## config.mk

```make
export PLATFORM = sky130hd
export DESIGN_NAME = board_mem_arbiter_flat
export DESIGN_NICKNAME = d
export VERILOG_FILES = /design/src/rtl/board_mem_if.sv /design/src/rtl/board_mem_arbiter.sv /design/src/flat_wrapper.sv
export SDC_FILE = /design/constraint.sdc
export NUM_CORES = 1
export LEC_CHECK = 0
export ABC_AREA = 1
export CAP_MARGIN = 30
export CORE_MARGIN = 2
export CORE_UTILIZATION = 47
export CTS_BUF_LIST = sky130_fd_sc_hd__clkbuf_4 sky130_fd_sc_hd__clkbuf_8
export DETAILED_ROUTE_END_ITERATION = 16
export HOLD_SLACK_MARGIN = 0.03
export PLACE_DENSITY = 0.84
export SLEW_MARGIN = 5
export SYNTH_ARGS = -nofsm -noshare
export SYNTH_HDL_FRONTEND = slang
export SYNTH_SLANG_ARGS = --single-unit
```

## constraint.sdc

```tcl
create_clock -name clk -period 1.4 [get_ports clk]
set_clock_uncertainty 0.15 [all_clocks]
set_input_delay 0.35 -clock clk [delete_from_list [all_inputs] [get_ports clk]]
set_output_delay 0.35 -clock clk [all_outputs]
set_load 0.05 [all_outputs]
```

## src/rtl/board_mem_if.sv

```systemverilog
// board_mem_if: requester handshakes and RAM bus shared between arbiter and its neighbours
interface board_mem_if #(
  parameter int ADDR_W = 5,
  parameter int CELL_W = 2
);
  logic                  g_req;
  logic                  g_we;
  logic [ADDR_W:0]       g_cell;
  logic [CELL_W-1:0]     g_wdata;
  logic                  g_ack;
  logic [CELL_W-1:0]     g_rdata;
  logic                  d_req;
  logic [ADDR_W:0]       d_cell;
  logic                  d_ack;
  logic [CELL_W-1:0]     d_rdata;
  logic [ADDR_W-1:0]     ram_address;
  logic [2*CELL_W-1:0]   ram_data;
  logic                  ram_wren;
  logic [2*CELL_W-1:0]   ram_q;
  logic                  busy;
  modport slave (
    input  g_req, g_we, g_cell, g_wdata, d_req, d_cell, ram_q,
    output g_ack, g_rdata, d_ack, d_rdata, ram_address, ram_data, ram_wren, busy
  );
  modport master (
    output g_req, g_we, g_cell, g_wdata, d_req, d_cell, ram_q,
    input  g_ack, g_rdata, d_ack, d_rdata, ram_address, ram_data, ram_wren, busy
  );
endinterface

```

## src/rtl/board_mem_arbiter.sv

```systemverilog
// board_mem_arbiter: shares the packed 2-cells-per-word board RAM between game and display ports
module board_mem_arbiter #(
  parameter int ADDR_W = 5,
  parameter int CELL_W = 2
) (
  input  logic       clk,
  input  logic       resetn,
  board_mem_if.slave bus
);
  typedef enum logic [1:0] {IDLE, READ, WRITE, DONE} state_t;
  localparam logic GAME = 1'b0;
  localparam logic DISP = 1'b1;
  state_t                r_state, w_next;
  logic                  r_last_grant, r_port, r_we;
  logic [ADDR_W:0]       r_cell;
  logic [CELL_W-1:0]     r_wdata;
  logic                  r_g_ack, r_d_ack, r_ram_wren, r_busy;
  logic [CELL_W-1:0]     r_g_rdata, r_d_rdata;
  logic [ADDR_W-1:0]     r_ram_address;
  logic [2*CELL_W-1:0]   r_ram_data;
  logic                  w_grant, w_grant_d;
  logic [ADDR_W:0]       w_sel_cell;
  logic [CELL_W-1:0]     w_half;
  logic [2*CELL_W-1:0]   w_merged;
  assign w_grant    = (r_state == IDLE) && (bus.g_req || bus.d_req);
  assign w_grant_d  = bus.d_req && (!bus.g_req || r_last_grant == GAME);
  assign w_sel_cell = w_grant_d ? bus.d_cell : bus.g_cell;
  assign w_half     = r_cell[0] ? bus.ram_q[2*CELL_W-1:CELL_W] : bus.ram_q[CELL_W-1:0];
  assign w_merged   = r_cell[0] ? {r_wdata, bus.ram_q[CELL_W-1:0]} : {bus.ram_q[2*CELL_W-1:CELL_W], r_wdata};
  assign bus.g_ack       = r_g_ack;
  assign bus.g_rdata     = r_g_rdata;
  assign bus.d_ack       = r_d_ack;
  assign bus.d_rdata     = r_d_rdata;
  assign bus.ram_address = r_ram_address;
  assign bus.ram_data    = r_ram_data;
  assign bus.ram_wren    = r_ram_wren;
  assign bus.busy        = r_busy;
  // state register; reset abandons any transaction in flight
  always_ff @(posedge clk or negedge resetn) begin
    if (!resetn) r_state <= IDLE;
    else r_state <= w_next;
  end
  // next state: a grant starts a word read, writes add a read-modify-write cycle
  always_comb begin
    w_next = IDLE;
    w_next = (r_state == IDLE)  ? (w_grant ? READ : IDLE) :
             (r_state == READ)  ? (r_we ? WRITE : DONE) :
             (r_state == WRITE) ? DONE : IDLE;
  end
  // datapath: latch the granted request, split/merge cells, pulse acks and write enable
  always_ff @(posedge clk or negedge resetn) begin
    if (!resetn) begin
      r_last_grant  <= DISP;
      r_port        <= GAME;
      r_we          <= 1'b0;
      r_cell        <= '0;
      r_wdata       <= '0;
      r_g_ack       <= 1'b0;
      r_d_ack       <= 1'b0;
      r_g_rdata     <= '0;
      r_d_rdata     <= '0;
      r_ram_address <= '0;
      r_ram_data    <= '0;
      r_ram_wren    <= 1'b0;
      r_busy        <= 1'b0;
    end else begin
      r_busy     <= (w_next != IDLE);
      r_g_ack    <= 1'b0;
      r_d_ack    <= 1'b0;
      r_ram_wren <= 1'b0;
      if (w_grant) begin
        r_port        <= w_grant_d;
        r_we          <= !w_grant_d && bus.g_we;
        r_cell        <= w_sel_cell;
        r_wdata       <= bus.g_wdata;
        r_ram_address <= w_sel_cell[ADDR_W:1];
        r_last_grant  <= w_grant_d;
      end
      if (r_state == READ) begin
        if (r_we) begin
          r_ram_data <= w_merged;
          r_ram_wren <= 1'b1;
        end else if (r_port == DISP) begin
          r_d_rdata <= w_half;
          r_d_ack   <= 1'b1;
        end else begin
          r_g_rdata <= w_half;
          r_g_ack   <= 1'b1;
        end
      end
      if (r_state == WRITE) r_g_ack <= 1'b1;
    end
  end
endmodule

```

## src/flat_wrapper.sv

```systemverilog
// flat-port wrapper written by rule: the top's interface ports become plain ports
module board_mem_arbiter_flat 
#(
  parameter int ADDR_W = 5,
  parameter int CELL_W = 2
)
  (clk, resetn, bus_g_req, bus_g_we, bus_g_cell, bus_g_wdata, bus_d_req, bus_d_cell, bus_ram_q, bus_g_ack, bus_g_rdata, bus_d_ack, bus_d_rdata, bus_ram_address, bus_ram_data, bus_ram_wren, bus_busy);
  board_mem_if #(.ADDR_W(ADDR_W), .CELL_W(CELL_W)) bus_i ();
  input  logic clk;
  input  logic resetn;
  input wire logic [$bits(bus_i.g_req)-1:0] bus_g_req;
  input wire logic [$bits(bus_i.g_we)-1:0] bus_g_we;
  input wire logic [$bits(bus_i.g_cell)-1:0] bus_g_cell;
  input wire logic [$bits(bus_i.g_wdata)-1:0] bus_g_wdata;
  input wire logic [$bits(bus_i.d_req)-1:0] bus_d_req;
  input wire logic [$bits(bus_i.d_cell)-1:0] bus_d_cell;
  input wire logic [$bits(bus_i.ram_q)-1:0] bus_ram_q;
  output wire logic [$bits(bus_i.g_ack)-1:0] bus_g_ack;
  output wire logic [$bits(bus_i.g_rdata)-1:0] bus_g_rdata;
  output wire logic [$bits(bus_i.d_ack)-1:0] bus_d_ack;
  output wire logic [$bits(bus_i.d_rdata)-1:0] bus_d_rdata;
  output wire logic [$bits(bus_i.ram_address)-1:0] bus_ram_address;
  output wire logic [$bits(bus_i.ram_data)-1:0] bus_ram_data;
  output wire logic [$bits(bus_i.ram_wren)-1:0] bus_ram_wren;
  output wire logic [$bits(bus_i.busy)-1:0] bus_busy;
  assign bus_i.g_req = bus_g_req;
  assign bus_i.g_we = bus_g_we;
  assign bus_i.g_cell = bus_g_cell;
  assign bus_i.g_wdata = bus_g_wdata;
  assign bus_i.d_req = bus_d_req;
  assign bus_i.d_cell = bus_d_cell;
  assign bus_i.ram_q = bus_ram_q;
  assign bus_g_ack = bus_i.g_ack;
  assign bus_g_rdata = bus_i.g_rdata;
  assign bus_d_ack = bus_i.d_ack;
  assign bus_d_rdata = bus_i.d_rdata;
  assign bus_ram_address = bus_i.ram_address;
  assign bus_ram_data = bus_i.ram_data;
  assign bus_ram_wren = bus_i.ram_wren;
  assign bus_busy = bus_i.busy;
  board_mem_arbiter #(.ADDR_W(ADDR_W), .CELL_W(CELL_W)) u_core (.clk(clk), .resetn(resetn), .bus(bus_i));
endmodule
```

==> results.md, run 1 <==
* Outcome: complete, but fails checks
* Failing checks: negative setup slack
* Crit path max-delay cell type: clkdlybuf4s50_1
* CTS tree: done
* PortBufs at 39
* Setup violators final at 23
* Worst VDD drop at 2130 uV
* Maximum clock path buffer count at 2
* Critical-path cell list: clkdlybuf4s50_1 -> nor2_4 -> nor2_4 -> clkinv_2 -> nand2_1 -> nand2_1
* Via count at around 1100
* Area grow syn2layout at 62.5%
* Post-Syn Nets at 174
* Ys Warns at 0
* Highest metal used: met4
* Drt first-iter violations at 17
* # IOs at 40
* Mapped Cells at 147
* Wire length on met1 at 1090 um
* Final hold violation count at 0
* Final #Nets at 229
* Crit path largest cell delay at 0.61 ns
* Post-synthesis average cell area at roughly 8 um^2
* Root Driver: clkbuf_4
* Vias in the first global route at approximately 1100
* Drt drc at 0
* Row count at 18
* Startpoint types: input pin
* Clock power share at 0.071
* Part of the power in registers at 0.300
* Slew @ Worst Pin at 0.250 ns
* First-pass GRT wire length at 4550 um
* LEAKAGE at 1.00 nW
* Hold slack at around 0.08 ns
* Fillers at 163
* Clk sinks at 25
* GRT Util Overall at 0.217
* Met3 WL at between 150 and 200 um
* Diodes inserted at 0
* MaxCap Viol Count at 0
* CP Max Fanout at 6
* Starting Density at 0.489
* Sw Share at 0.450
* Vias per cell at 4.97
* Initial antenna violation count at 0
* Detailed-router iteration count before antenna repair at 4
* CP required at 1.49 ns
* Die area at 2970 um^2
* DPL Wire Length at 2140 um
* Critical Path Sink Type: register
* Remaining antenna violation count at 0
* Fin crit period at 1.47 ns
* Final period utilization at 1.05
* DP Worst Slack at -0.282 ns
* Drt wl/cell at about 12 um
* GPL Wtd Cong at 0.788
* Clock slew at reported path FFs at between 0.1 and 0.15 ns
* Hold Buf Count CTS at 0
* Fin cells at 231
* Metal2 WL at 1520 um
* Crit path DAT at roughly 1.6 ns
* Register bit total from synthesis at 25
* Final Core Density at 0.794
* Die Width at roughly 55 um
* Switching pwr at between 2 and 2.5 mW
* WS Path Type: input pin to register
* Max Slew Vio Count at 0
* P_int at 2.63 mW
* Worst setup slack after layout at -0.0701 ns
* Placed Cells at between 200 and 250
* RSZ-0062 raised after global routing: true
* Grt ovf at 0
* CTS Buf Count at 3
* Combinational fraction of design power at 0.629
* Core area at 2450 um^2
* Yosys cell types at 17
* Fmax at 0.680 GHz
* Cell Pwr Density at 2450 nW/um^2
* Sequential fraction of the synthesis area at 0.522
* Die Y at 54.5 um
* Min-Delay Path Class: input pin to asynchronous set/reset pin
* Final wirelength at 2860 um
* Max H-tree Level at 1
* Worst-skew pair later-pin latency at roughly 0.32 ns
* Layout cells sized above 1 at 0.259
* Mapped cell area at around 1200 um^2
* Rel. slew slack at 0.833
* Maximum number of pins on one net before global-route repair at 24
[registers in the layout (all words and copies together), names as in the netlist]
| name | flops |
|---|---|
| u_core.r_last_grant | 1 |
| u_core.r_state | 2 |
| u_core.r_cell | 1 |
| u_core.r_wdata | 2 |
| u_core.bus.d_rdata | 2 |
| u_core.bus.g_ack | 1 |
| u_core.r_port | 1 |
| u_core.bus.d_ack | 1 |
| u_core.bus.ram_wren | 1 |
| u_core.bus.g_rdata | 2 |
| u_core.bus.busy | 1 |
| u_core.r_we | 1 |
| u_core.bus.ram_data | 4 |
| u_core.bus.ram_address | 5 |
[cells in the final DEF (no fill, tap or decap)]
master	instances
nand2_1	50
clkdlybuf4s50_1	22
buf_6	2
nor2_1	6
o21ai_0	2
ha_1	3
nand2_2	6
a21oi_1	8
clkinv_4	1
buf_12	18
ha_4	1
dfrtp_1	24
inv_2	4
buf_4	11
nor2_4	2
dfstp_2	1
inv_1	17
clkinv_2	1
nand3b_1	1
or2_2	1
o21ai_1	1
clkbuf_4	4
nand3_1	15
[kinds of logic (layout without fill, tap and decap cells)]
family                     Yosys count  in the layout  share of synthesized area
AOI/OAI and AO/OA                   11             11                     0.0459
adders and majority gates            4              4                     0.0417
buffers and inverters               26             80                      0.101
DFF                                 25             25                      0.522
and+or+nand+nor                     81             81                      0.289
[cells in the mapped netlist, drive strengths merged]
master,n,share of area
buf,4,0.032
o21ai,3,0.013
nand3b,1,0.0063
nand2,56,0.18
nand3,15,0.063
a21oi,8,0.033
ha,4,0.042
or2,1,0.0052
nor2,8,0.038
dfrtp,24,0.50
inv,22,0.069
dfstp,1,0.022
[worst max-delay path, delay by kind of cell]
family	cells	cell delay (ns)
buffers and inverters	2	0.77
AND/OR/NAND/NOR	4	0.44
[final timing paths]
kind	startpoint	to	slack [ns]	cells past startpoint
setup / recovery	bus_d_req	u_core.bus.ram_address[0]	-0.07	6
hold / removal	resetn	u_core.r_state[0]	0.08	1
setup reg to reg	u_core.r_state[0]	u_core.bus.ram_address[0]	-0.04	7
hold reg to reg	u_core.r_last_grant	u_core.r_last_grant	0.35	2
max in group asynchronous	resetn	u_core.r_port	0.65	2
min in group clk	u_core.r_last_grant	u_core.r_last_grant	0.35	2
[per-stage QoR]
step                      cell area, um^2  setup TNS, ns  power, mW
final                                1950         -0.723       4.78
after global routing                 1950          -1.89       5.06
after CTS                            1890         -0.295       4.60
after detailed placement             1820          -3.31       4.16
after global placement               1820          -2.92       4.06
after floorplan                      1200              0       2.81
[power groups by stage]
stage | logic [mW] | registers (mW) | clock network (mW)
final | 3.01 | 1.43 | 0.339
after global routing | 3.19 | 1.48 | 0.387
after CTS | 2.83 | 1.43 | 0.344
after detailed placement | 2.73 | 1.43 | 0
after global placement | 2.64 | 1.42 | 0
after floorplan | 0.794 | 2.02 | 0
[area by class of cell]
cell class | count | area, um^2 | area share
timing repair buffer | 53 | 686 | 0.352
timing repair inverter | 1 | 5.00 | 0.00257
inverter | 22 | 87.6 | 0.0449
tap | 30 | 37.5 | 0.0193
clock buffer | 4 | 30.0 | 0.0154
multi-input combinational | 96 | 477 | 0.245
sequential | 25 | 627 | 0.322
[what timing repair did]
item,CTS,global route
resized for setup,7,8
setup endpoints to repair,26,34
pin swaps,1,3
buffers inserted,3,4
hold endpoints to repair,0,0
gates cloned,0,1
[layer usage]
metal | GRT usage | vias to the layer above
met1 | 0.229 | 542
met2 | 0.390 | 46
met5 | 0 | -
li1 | - | 554
met4 | 0.121 | 0
met3 | 0.0546 | 7
(Power assumes the default switching activity.)
==> run 2: changes to the inputs <==
--- a/config.mk
+++ b/config.mk
@@ -8,11 +8,11 @@
 export ABC_AREA = 1
 export CAP_MARGIN = 30
 export CORE_MARGIN = 2
-export CORE_UTILIZATION = 47
-export CTS_BUF_LIST = sky130_fd_sc_hd__clkbuf_4 sky130_fd_sc_hd__clkbuf_8
+export CORE_UTILIZATION = 45
+export CTS_BUF_LIST = sky130_fd_sc_hd__clkbuf_16
 export DETAILED_ROUTE_END_ITERATION = 16
 export HOLD_SLACK_MARGIN = 0.03
-export PLACE_DENSITY = 0.84
+export PLACE_DENSITY = 0.81
 export SLEW_MARGIN = 5
 export SYNTH_ARGS = -nofsm -noshare
 export SYNTH_HDL_FRONTEND = slang
==> run 2 against run 1 <==
The run now ends clean. Wire length grew 3.6%. Critical path depth shrank 2. Count of clock-buffer cells in the layout shrank 1. Worst setup slack gained 0.097 ns. Cell count shrank 2.6%. First-iteration DRC count grew 76%. Total power grew 4.1%. Flip-flop and latch count is the same. Combinational power shrank 4%. Maximum frequency grew 7.1%. Design area grew 1.1%. Die area grew 4.1%. Critical path type is now register to register. Largest power group unchanged.
==> results.md, run 2 (synthesized netlist as in run 1, its figures left out) <==
* Outcome: finished clean
* Crit path DAT at 1.36 ns (-0.20 ns)
* Grt ovf at 0 (unchanged)
* Drt first-iter violations at 30 (+13)
* Storage element area at 627 um^2 (unchanged)
* Root Driver: clkbuf_16
* Fillers at 180 (+10%)
* Part of the power in registers at 0.291 (-0.009)
* WS Path Type: register to register
* Most frequent cells in the layout: nand2_1 (52), dfrtp_1 (24), clkdlybuf4s50_1 (21), buf_12 (18), inv_1 (17)
* RSZ-0062 raised after global routing: true
* Max FFs per register at 5 (unchanged)
* Clock power share at 0.127 (+0.056)
* Hold slack at 0.299 ns (+0.220 ns)
* Cell Pwr Density at 2530 nW/um^2 (+3.0%)
* Layout cells sized above 1 at 0.246 (-0.0126)
* Rel. slew slack at 0.830 (-0.00298)
* # IOs at 40 (unchanged)
* Row count at 18 (unchanged)
* CTS tree: done
* Clock slew at reported path FFs at 0.07 ns (-0.07 ns)
* Maximum clock path buffer count at 2 (unchanged)
* MaxCap Viol Count at 0 (unchanged)
* CP Max Fanout at 5 (-1)
* DP Worst Slack at -0.243 ns (+0.0390 ns)
* Vias per cell at 5.00 (+0.52%)
* Via count at 1125 (-2.1%)
* Critical Path Sink Type: register
* Worst VDD drop at 1970 uV (-7.8%)
* Die Y at 55.6 um (+2.0%)
* CTS Buf Count at 3 (unchanged)
* Die area at 3100 um^2 (+4.1%)
* P_int at 2.81 mW (+7.0%)
* Area grow syn2layout at 64.2%
* CP startpoint: u_core.r_state[0]
* Final period utilization at 0.981 (-0.0695)
* Final hold violation count at 0 (unchanged)
* Diodes inserted at 0 (unchanged)
* Final wirelength at 2960 um (+3.6%)
* Die Width at 55.6 um (+2.0%)
* Setup violators final at 0 (-100%)
* First-pass GRT wire length at 5110 um (+12%)
* Final Core Density at 0.788 (-0.00580)
* Startpoint types: register
* Maximum number of pins on one net before global-route repair at 26 (+8.3%)
* Final #Nets at 223 (-2.6%)
* Drt wl/cell at 13.2 um (+6.3%)
* Multi-input logic area at 492 um^2 (+3.1%)
* Fin crit period at 1.37 ns (-0.0973 ns)
* Switching pwr at 2.16 mW (+0.55%)
* Launch point of the worst reg-to-reg path: u_core.r_state[0]
* Min-Delay Path Class: input pin to asynchronous set/reset pin
* Worst setup slack after layout at 0.0272 ns (+0.0973 ns)
* Fmax at 0.728 GHz (+7.1%)
* Finished Cell Area at 1970 um^2 (+1.1%)
* Starting Density at 0.480 (-0.00881)
* CP required at 1.39 ns (-0.10 ns)
* GPL Wtd Cong at 0.741 (-6.0%)
* Max Slew Vio Count at 0 (unchanged)
* GRT Util Overall at 0.209 (-0.00792)
* Worst-skew pair later-pin latency at 0.26 ns (-0.06 ns)
* DPL Wire Length at 2150 um (+0.13%)
* Initial antenna violation count at 0 (unchanged)
* Slew @ Worst Pin at 0.255 ns (+0.00526 ns)
* Core area at 2500 um^2 (+1.8%)
* LEAKAGE at 1.01 nW (+0.90%)
* Remaining antenna violation count at 0 (unchanged)
* Drt drc at 0 (unchanged)
* Max H-tree Level at 1 (unchanged)
* Clk sinks at 25 (unchanged)
* Detailed-router iteration count before antenna repair at 6 (+2)
* Vias in the first global route at 1204 (+6.9%)
* Commonest non-fill, non-tap cell in the layout: nand2_1
* Sw Share at 0.434 (-0.0153)
* Placement Cell Area at 1810 um^2 (-0.82%)
* Combinational fraction of design power at 0.582 (-0.047)
* PortBufs at 39 (unchanged)
## run 2: final timing paths
kind / to / slack (ns) / depth (start not counted)
max: u_core.bus.g_ack / 0.03 / 4
min: u_core.bus.ram_data[2] / 0.30 / 2
max reg2reg: u_core.bus.g_ack / 0.03 / 4
min reg2reg: u_core.r_last_grant / 0.33 / 2
max in group asynchronous: u_core.r_last_grant / 0.58 / 2
min in group clk: u_core.r_last_grant / 0.33 / 2
## run 2: metrics by stage
stage          instances  power [mW]  setup TNS, ns
3_3_place_gp         217        4.04          -1.98
4_1_cts              221        4.83              0
6_report             225        4.98              0
3_5_place_dp         217        4.13          -2.70
2_1_floorplan        147        2.81              0
5_1_grt              225        5.26         -0.248
## run 2: power groups by stage
stage          sequential [mW]  clock (mW)  combinational [mW]
6_report                  1.45       0.632                2.90
5_1_grt                   1.49       0.669                3.10
4_1_cts                   1.45       0.645                2.74
3_5_place_dp              1.43           0                2.70
3_3_place_gp              1.42           0                2.62
2_1_floorplan             2.02           0               0.794
## run 2: area by class of cell
cell class,count,share of cell area
inverters,22,0.0444
well taps,30,0.0190
clock buffers,3,0.0381
flip-flops and latches,25,0.318
multi-input cells,96,0.250
repair buffers,48,0.328
clock inverters,1,0.00254
## run 2: critical path, cell delays in order, from the launching register on
cell     delay [ns]
dfrtp_1        0.42
ha_1           0.25
nand2_2        0.10
nor2_1         0.07
or2_2          0.27
## run 2: layer usage
metal / global-route usage / share of wire / vias up
met4: 0.0976 / 0.022 / 0
met3: 0.0558 / 0.073 / 10
met2: 0.371 / 0.53 / 58
met1: 0.231 / 0.37 / 514
met5: 0 / 0 / -
li1: - / - / 543
## run 2: repair_timing
action	in CTS	in global routing
pin swaps	1	8
endpoints found under the setup margin	10	15
resized for setup	5	12
hold buffers	0	0
buffers inserted	0	4
hold endpoints to repair	0	0
==> run 3: changes to the inputs <==
--- a/config.mk
+++ b/config.mk
@@ -8,11 +8,12 @@
 export ABC_AREA = 1
 export CAP_MARGIN = 30
 export CORE_MARGIN = 2
-export CORE_UTILIZATION = 45
+export CORE_UTILIZATION = 60
 export CTS_BUF_LIST = sky130_fd_sc_hd__clkbuf_16
 export DETAILED_ROUTE_END_ITERATION = 16
+export DONT_BUFFER_PORTS = 1
 export HOLD_SLACK_MARGIN = 0.03
-export PLACE_DENSITY = 0.81
+export PLACE_DENSITY = 0.78
 export SLEW_MARGIN = 5
 export SYNTH_ARGS = -nofsm -noshare
 export SYNTH_HDL_FRONTEND = slang
==> run 3 against run 2 <==
The run now ends with negative setup slack left. Maximum frequency decreased by 3.1%. Global-route usage decreased by 1.6 points. Critical path depth increased by 3.
==> results.md, run 3 (synthesized netlist as in run 1, its figures left out) <==
* Outcome: complete, but fails checks
* Failing checks: negative setup slack
* # IOs at 40 (unchanged)
* First-pass GRT wire length at 3450 um (-33%)
* Min-Delay Path Class: input pin to register
* Setup TNS at -0.0406 ns (-0.0406 ns)
* Maximum clock path buffer count at 2 (unchanged)
* PortBufs at 0 (-100%)
* Drt first-iter violations at 19 (-37%)
* Fmax at 0.706 GHz (-3.1%)
* DPL Wire Length at 1640 um (-24%)
* Placement Cell Area at 1240 um^2 (-31%)
* GRT Util Overall at 0.193 (-0.0160)
* CP startpoint: u_core.r_state[1]
* DP Worst Slack at 0.00325 ns (+0.246 ns)
* Finished Cell Area at 1450 um^2 (-26%)
* CP required at 1.40 ns (about the same)
* Rel. slew slack at 0.688 (-0.142)
* Root Driver: clkbuf_16
* Startpoint types: register
* CP Max Fanout at 6 (+1)
* Commonest non-fill, non-tap cell in the layout: nand2_1
* GPL Wtd Cong at 0.839 (+13%)
* Grt ovf at 0 (unchanged)
* Worst setup slack after layout at -0.0169 ns (-0.0441 ns)
* Fin crit period at 1.42 ns (+0.0441 ns)
* MaxCap Viol Count at 0 (unchanged)
* Via count at 976 (-13%)
* Slew @ Worst Pin at 0.468 ns (+0.213 ns)
* Final hold violation count at 0 (unchanged)
* Core area at 1920 um^2 (-23%)
* Clock slew at reported path FFs at 0.06 ns (about the same)
* Detailed-router iteration count before antenna repair at 4 (-2)
* Max FFs per register at 5 (unchanged)
* Area grow syn2layout at 21.1%
* WS Path Type: register to register
* Remaining antenna violation count at 0 (unchanged)
* Most frequent cells in the layout: nand2_1 (49), inv_1 (18), nand3_1 (14), dfrtp_1 (13), dfrtp_2 (11)
* Launch point of the worst reg-to-reg path: u_core.r_state[1]
* Starting Density at 0.624 (+0.144)
* LEAKAGE at 0.765 nW (-25%)
* Critical Path Sink Type: register
* Clk sinks at 25 (unchanged)
* Max Slew Vio Count at 0 (unchanged)
* Die area at 2370 um^2 (-23%)
* Fillers at 146 (-19%)
* Drt wl/cell at 13.1 um (-0.67%)
* Worst VDD drop at 1740 uV (-11%)
* Layout cells sized above 1 at 0.283 (+0.0369)
* Hold_sp: bus_g_wdata[0]
* Worst-skew pair later-pin latency at 0.26 ns (about the same)
* Drt drc at 0 (unchanged)
* Maximum number of pins on one net before global-route repair at 26 (unchanged)
* Row count at 16 (-2)
* Setup violators final at 4 (+4)
* CTS Buf Count at 3 (unchanged)
* Final wirelength at 2430 um (-18%)
* CTS tree: done
* Vias per cell at 5.25 (+4.9%)
* Die Y at 48.7 um (-12%)
* Final period utilization at 1.01 (+0.0315)
* Final #Nets at 187 (-16%)
* RSZ-0062 raised after global routing: true
* Max H-tree Level at 1 (unchanged)
* Die Width at 48.7 um (-12%)
* Vias in the first global route at 823 (-32%)
* Final Core Density at 0.756 (-0.0324)
* Initial antenna violation count at 0 (unchanged)
* Diodes inserted at 0 (unchanged)
* Crit path DAT at 1.41 ns (+0.05 ns)
* Cell Pwr Density at 2780 nW/um^2 (+10%)
run 3: layer usage:
| metal | track usage | up-vias | wire length (um) |
|---|---|---|---|
| met3 | 0.0617 | 6 | 125 |
| met4 | 0.0857 | 0 | 72 |
| met2 | 0.347 | 39 | 1300 |
| met5 | 0 | - | 0 |
| met1 | 0.205 | 460 | 932 |
| li1 | - | 471 | - |
run 3: final cells by class:
| cell class | count | area [um^2] | area share |
|---|---|---|---|
| Clock buffer | 3 | 75.1 | 0.0517 |
| Clock inverter | 1 | 3.75 | 0.00258 |
| Inverter | 22 | 87.6 | 0.0603 |
| Multi-Input combinational cell | 96 | 504 | 0.347 |
| Sequential cell | 25 | 641 | 0.441 |
| Tap cell | 27 | 33.8 | 0.0233 |
| Timing Repair Buffer | 11 | 101 | 0.0698 |
| Timing Repair inverter | 1 | 6.26 | 0.00431 |
run 3: timing repair:
item / 4_1_cts / 5_1_grt
endpoints found under the setup margin: 7 / 25
setup buffers: 0 / 3
cloned: 0 / 1
hold endpoints to repair: 25 / 25
pin swaps: 1 / 5
gates resized for setup: 6 / 27
run 3: worst max-delay path: stages, from the launching register on:
cell and delay (ns):
dfrtp_1 0.39, inv_2 0.09, ha_4 0.14, inv_2 0.05, nor2_4 0.22, clkinv_4 0.13
nand2_1 0.08, nand2_1 0.06
run 3: path summary, 6_finish.rpt:
check / slack (ns) / depth (start not counted) / to
worst max-delay path: -0.02 / 7 / u_core.bus.ram_address[3]
worst min-delay path: 0.06 / 2 / u_core.r_wdata[0]
worst max register to register: -0.02 / 7 / u_core.bus.ram_address[3]
worst min register to register: 0.33 / 2 / u_core.bus.ram_address[2]
max in group asynchronous: 0.51 / 2 / u_core.r_last_grant
min in group asynchronous: 0.37 / 2 / u_core.bus.ram_data[1]
run 3: report_power, final:
group / leakage, nW / switching (mW) / internal [mW]
combinational: 0.435 / 0.890 / 0.553
clock: 0.0423 / 0.236 / 0.381
sequential: 0.288 / 0.871 / 1.10
total: 0.765 / 2.00 / 2.04
run 3: per-stage QoR:
stage               cells  power (mW)  hold slack, ns
floorplan             147        2.81         -0.0956
global placement      176        3.01         -0.0950
detailed placement    176        3.08         -0.0951
CTS                   180        3.71          -0.370
global route          186        4.27          0.0743
finish                186        4.03          0.0565
